File: config.mk
export PLATFORM = sky130hd
export DESIGN_NAME = craft_serial_state_reg
export DESIGN_NICKNAME = d
export VERILOG_FILES = /design/src/rtl/craft_serial_state_reg.sv
export SDC_FILE = /design/constraint.sdc
export NUM_CORES = 1
export LEC_CHECK = 0
export ABC_CLOCK_PERIOD_IN_PS = 2150
export BUFFER_PORTS_ARGS = -buffer_cell sky130_fd_sc_hd__buf_2
export CELL_PAD_IN_SITES_DETAIL_PLACEMENT = 0
export CELL_PAD_IN_SITES_GLOBAL_PLACEMENT = 2
export CORE_ASPECT_RATIO = 0.6
export CORE_MARGIN = 10
export CORE_UTILIZATION = 29
export CTS_CLUSTER_DIAMETER = 150
export DETAILED_ROUTE_END_ITERATION = 8
export GPL_TIMING_DRIVEN = 0
export PLACE_DENSITY_LB_ADDON = 0.08
export SETUP_SLACK_MARGIN = 0.3
export SLEW_MARGIN = 20
export SYNTH_ARGS = -nofsm -noshare
export SYNTH_HDL_FRONTEND = slang
export SYNTH_SLANG_ARGS = --single-unit
File: constraint.sdc
create_clock -name clk -period 2.15 [get_ports clk]
set_clock_uncertainty 0.1 [all_clocks]
set_input_delay 0.215 -clock clk [delete_from_list [all_inputs] [get_ports clk]]
set_output_delay 0.215 -clock clk [all_outputs]
set_load 0.02 [all_outputs]
File: src/rtl/craft_serial_state_reg.sv
// -----------------------------------------------------------------------------
// craft_serial_state_reg
//
// Nibble-serial state register for the CRAFT datapath. It holds N cells of W
// bits. The register supports four operations: parallel plaintext load, serial
// shift-in, in-place cell permutation, and rotate-with-XOR for serial key or
// tweak addition. A modulo-N cell counter tracks serial passes. It emits a
// one-cycle done pulse each time a pass completes.
//
// Cell i occupies state[W*(N-i)-1 -: W]. Cell 0 is the most significant cell
// and is the head.
//
// Ports
//   clk        rising-edge clock
//   rst_n      synchronous active-low reset; takes priority over ce
//   ce         clock enable; when low, state and cnt hold and done clears
//   mode       00 SHIFT, 01 LOAD, 10 PERMUTE, 11 ROTXOR
//   plaintext  parallel load data (N*W bits)
//   in         serial cell input (W bits)
//   out        head cell (cell 0), driven straight from the register
//   state      full state register (N*W bits)
//   cnt        serial step counter, modulo N
//   done       registered pulse, high for one cycle after a full serial pass
// -----------------------------------------------------------------------------
module craft_serial_state_reg #(
   parameter int                W    = 4,
   parameter int                N    = 16,
   parameter int                IW   = $clog2(N),
   parameter logic [N*IW-1:0]   PERM = 64'hFCDEA98B65471230
) (
   input  logic            clk,
   input  logic            rst_n,
   input  logic            ce,
   input  logic [1:0]      mode,
   input  logic [N*W-1:0]  plaintext,
   input  logic [W-1:0]    in,
   output logic [W-1:0]    out,
   output logic [N*W-1:0]  state,
   output logic [IW-1:0]   cnt,
   output logic            done
);

   typedef enum logic [1:0] {
      OP_SHIFT   = 2'b00,
      OP_LOAD    = 2'b01,
      OP_PERMUTE = 2'b10,
      OP_ROTXOR  = 2'b11
   } op_e;

   op_e            op;
   logic [W-1:0]   cell_q [N];
   logic [W-1:0]   cell_d [N];
   logic [IW-1:0]  cnt_q;
   logic [IW-1:0]  cnt_d;
   logic           done_q;
   logic           done_d;

   assign op = op_e'(mode);

   // Next-state values for an enabled edge. The register process decides
   // whether reset or ce applies.
   always_comb begin
      // NOTE: every variable gets a default before the case. This ensures
      // that no path leaves one unassigned, so no latch is inferred.
      cell_d = cell_q;
      cnt_d  = cnt_q;
      done_d = 1'b0;

      unique case (op)
         OP_SHIFT, OP_ROTXOR: begin
            for (int i = 0; i < N - 1; i++) begin
               cell_d[i] = cell_q[i+1];
            end
            // ROTXOR recirculates the departing head cell, mixed with in.
            cell_d[N-1] = (op == OP_ROTXOR) ? (cell_q[0] ^ in) : in;
            // The wrap is explicit at N-1. This keeps non-power-of-two N
            // correct, where IW bits would otherwise count past N-1.
            if (cnt_q == IW'(N - 1)) begin
               cnt_d  = '0;
               done_d = 1'b1;
            end else begin
               cnt_d = cnt_q + 1'b1;
            end
         end
         OP_LOAD: begin
            for (int i = 0; i < N; i++) begin
               cell_d[i] = plaintext[W*(N-i)-1 -: W];
            end
            cnt_d = '0;
         end
         OP_PERMUTE: begin
            // Every new cell reads the old cell array, so the permutation
            // happens all at once with no ordering hazards.
            for (int i = 0; i < N; i++) begin
               cell_d[i] = cell_q[PERM[IW*(N-i)-1 -: IW]];
            end
            cnt_d = '0;
         end
         default: ;
      endcase
   end

   always_ff @(posedge clk) begin
      // NOTE: sequential state uses non-blocking assignments only. This
      // ensures that every register samples the pre-edge values.
      if (!rst_n) begin
         // NOTE: the cells are clearly reset, unlike a RAM. The whole
         // array is architecturally visible on state and must read 0.
         for (int i = 0; i < N; i++) begin
            cell_q[i] <= '0;
         end
         cnt_q  <= '0;
         done_q <= 1'b0;
      end else if (ce) begin
         cell_q <= cell_d;
         cnt_q  <= cnt_d;
         done_q <= done_d;
      end else begin
         // A stalled cycle never completes a pass, so the pulse drops.
         done_q <= 1'b0;
      end
   end

   always_comb begin
      state = '0;
      for (int i = 0; i < N; i++) begin
         state[W*(N-i)-1 -: W] = cell_q[i];
      end
   end

   assign out  = cell_q[0];
   assign cnt  = cnt_q;
   assign done = done_q;

endmodule

==> impl.org <==
** Outcome
- Status :: completed

** Critical path
- Category of the worst setup path capture point :: flip-flop
- Category of the worst setup path launch point :: primary input
- Type of the worst setup path :: primary input to flip-flop
- For the worst setup path, the data required time is 2.27 ns.
- Critical path depth :: 9
- The most critical setup path has its startpoint at mode[0].
- Cell chain of the critical path :: buf_2 -> inv_1 -> ha_1 -> buf_6 -> buf_12 -> buf_6 -> a221oi_1 -> nor3_1 -> a31o_1
- Data arrival time of the worst path :: 1.73 ns
- The critical path contains buffers and inverters numbering 5 combined.
- In this run the critical register-to-register path is launched from out[3]$_SDFFE_PN0P_.
- R2r setup slk :: around 0.8 ns
- Kind of cell with the highest combined delay on the critical path :: buffers and inverters
- Worst r2r path cells :: 3
- CP max stage delay :: between 0.3 and 0.4 ns
- In this run the critical register-to-register path is captured at state[3]$_SDFFE_PN0P_.
- Critical path endpoint :: state[4]$_SDFFE_PN0P_
- Cell repeated most along the worst path :: buf_6
- Of all nets on the critical path, the largest fanout is 10.
- The slowest stage of the critical path is the a221oi_1 cell.

** Synth
- Synthesis handed over a netlist of 410 instances.
- Flip-flop and latch count after synthesis :: 69
- Number of synthesis warnings :: 0
- Number of nets in the synthesized netlist :: 487
- Average instance area after synthesis :: between 9 and 10 µm²
- Cell type with the largest total area after synthesis :: dfxtp_1
- Fraction of synthesized area in multiplexers :: 0
- Area fraction of the dominant cell type after synthesis :: 0.359
- Of the total synthesized cell area, the portion taken by XOR and XNOR cells is 0.
- Top area cells in the synthesized netlist :: dfxtp_1 (36%), a31o_1 (14%), a221oi_1 (13%), nor2b_1 (9.9%), nor3_1 (7.9%)
- The synthesized netlist contains 29 unique library cells.
- Compound-gate portion of the synthesized area :: 0.332
- Combinational family with the most area after synthesis :: compound AO/OA/AOI/OAI gates
- Post-synthesis simple-gate area fraction :: 0.204
- Sequential-to-total area share from yosys stat :: 0.359
- Area share of fa/ha/maj cells after synthesis :: 0.0130
- Netlist Area Pre-Place :: around 3800 µm²

** Floorplan
- Initial core utilization :: 0.298
- Top-level port count :: ~150
- Area enclosed by the die boundary :: 18400 µm²
- Total core area :: between 10000 and 15000 µm²
- The floorplan step set the die width to approximately 170 µm.
- After floorplanning, the core was divided into 32 placement rows.
- The floorplan step set the die height to 109 µm.

** Route
- Wirelength per Cell :: roughly 23 µm
- For this block, the initial DRC count from the detailed router was ~340.
- The detailed router placed between 4000 and 5000 vias in this run.
- The detail route stage leaves a number of antenna-violating nets equal to 0.
- DR vias/cell :: approximately 5.6
- Post-route DRC :: 0
- First drt pass iteration count :: 5
- The final layout contains routed wiring with a total length of 17000 µm.

** CTS
- Number of buffers added by the clock tree synthesis step :: 9
- Clock tree from TritonCTS :: yes
- Clock-pin slew was measured on the worst setup and hold paths at roughly 0.060 ns.
- Clock latency on the worst-skew pair, taken at its later pin, is ~0.33 ns.
- Post-CTS setup buffers :: 0
- In this run, post-CTS hold repair placed 0 buffers.
- Sink count of the clock tree :: between 60 and 70
- Maximum count of clock buffers along a single path :: 2
- Number of levels in the clock H-tree :: 3
- Gates resized during post-CTS repair numbered 0.
- Root buffer cell :: clkbuf_16

** GRT
- The number of global-route vias before repair is 4178.
- First-pass GRT wire length :: approximately 26000 µm
- Across every metal layer, demand over resource in global routing totals 0.178.
- Initial antenna violation count :: 0
- Entering global routing, the biggest net connects 13 pins.
- Remaining global-route overflow :: 0

** Pwr
- The analysis attributes to cell leakage a power of about 2.2 nW.
- Total power per unit cell area :: 810 nW/µm²
- The worst-case IR drop observed on VDD is roughly 0.00033 V.

** Placement
- HPWL Detailed :: about 13000 µm
- Input/output buffers :: ~150
- At the end of routability-driven placement, the weighted congestion stood at 0.811.
- Inst Count DP :: approximately 730

** Min path
- The min-delay analysis places its worst path in the category primary input to flip-flop.

** STA
- RSZ-0062 raised after global routing :: false
- The number of slew-limit violations in the final report was 0.
- Relative slew slack :: 0.606
- Setup violations, final :: 0
- At the pin with the least slew margin, the transition time is approximately 0.6 ns.
- After routing, the total negative slack on setup checks comes to 0 ns.
- The routed design could run at a clock period as short as 1.61 ns.
- F_max :: 0.621 GHz
- Number of hold violations in the final report :: 0
- Of the available clock period, the critical path in the final layout requires 0.749.

** Cells and area
- From synthesis to final layout, the design area changed by 33.2%.
- Layout cells sized above 1 :: 0.380
- Antenna diode count :: 0
- At the end of the flow, the number of nets in the layout was ~640.
- Final standard cell count with taps included and fillers excluded :: roughly 740
- Counting the fill cells in the layout gives roughly 1400.

** Job
- Max-cap violations in this run came to 0.
==> cell usage after synthesis <==
master    count
a31oi_1       1
buf_2        18
ha_1          4
buf_12        1
nand4b_1      2
buf_1         1
clkbuf_1     16
nand2_1       3
clkbuf_2      1
a221oi_2      9
a221oi_1     55
nand4_1       1
or3_1         1
a31o_1       60
nand3_1       3
nor3_1       61
a21oi_1       3
buf_4         9
o21ai_0       1
dfxtp_1      69
buf_6         8
nand2_2       2
nor2b_1      61
nand3b_1      4
a311oi_1      4
a31o_2        4
a21bo_2       4
inv_1         3
inv_2         1
==> final cells by class <==
type,count,area [µm²],area share
Timing Repair Buffer,145,726,0.142
Multi-Input combinational cell,283,2110,0.412
Sequential cell,69,1380,0.269
Tap cell,170,213,0.0415
Clock inverter,6,111,0.0217
Inverter,4,15.0,0.00293
Clock buffer,10,229,0.0447
Buffer,54,337,0.0657
==> cell usage in the layout, fill, tap and decap left out, types with 8 or more instances in the layout <==
cell type,count
buf_2,163
dfxtp_1,69
nor2b_1,61
nor3_1,61
a31o_1,60
a221oi_1,55
clkbuf_1,17
buf_4,9
a221oi_2,9
clkbuf_16,9
buf_6,8
==> through the flow <==
stage               power [mW]  area (µm²)   util  hold slack, ns  setup slack (ns)
detailed placement        2.46        4790  0.370           0.403             0.223
finish                    4.15        5130  0.396           0.102             0.540
global placement          2.46        4790  0.370           0.395             0.211
global route              4.33        5130  0.396           0.120             0.483
CTS                       4.19        5130  0.396          0.0925             0.564
floorplan                 2.09        3850      -           0.239             0.589
==> sequential cells by signal, indices dropped and copies added, names as in the netlist <==
signal,flops
cnt,4
out,4
done,1
state,60
==> layer usage <==
| layer | routed length, µm | part of all wire | global-route usage |
|---|---|---|---|
| met1 | 8860 | 0.52 | 0.261 |
| met3 | 1020 | 0.060 | 0.0546 |
| met2 | 6980 | 0.41 | 0.246 |
| met5 | 0 | 0 | 0 |
| met4 | 153 | 0.0090 | 0.0390 |
==> worst reg2reg max path, cell delays in order, from the launching register on <==
cell and delay (ns):
dfxtp_1 0.45, a221oi_1 0.14, a311oi_1 0.41, a31o_2 0.17
==> how the worst min path moves through the flow <==
stage / start / endpoint / slack [ns] / cells past startpoint
6_report: ce / done$_SDFF_PN0_ / 0.10 / 3
5_1_grt: ce / done$_SDFF_PN0_ / 0.12 / 3
4_1_cts: ce / done$_SDFF_PN0_ / 0.09 / 3
3_5_place_dp: cnt[1]$_SDFFE_PN0P_ / cnt[1]$_SDFFE_PN0P_ / 0.40 / 2
3_3_place_gp: cnt[1]$_SDFFE_PN0P_ / cnt[1]$_SDFFE_PN0P_ / 0.40 / 2
2_1_floorplan: ce / done$_SDFF_PN0_ / 0.24 / 2
==> report_power, final <==
group | internal (mW) | switching [mW] | total, mW
combinational | 0.394 | 0.557 | 0.950
sequential | 1.37 | 0.121 | 1.49
clock | 1.13 | 0.579 | 1.71
==> logic make-up after synthesis <==
kind of cell | after synthesis
buffers and inverters | 58
adder cells (fa/ha/maj) | 4
flip-flops | 69
AO/OA/AOI/OAI | 141
AND/OR/NAND/NOR | 138
Power figures use the tool's default switching activity.
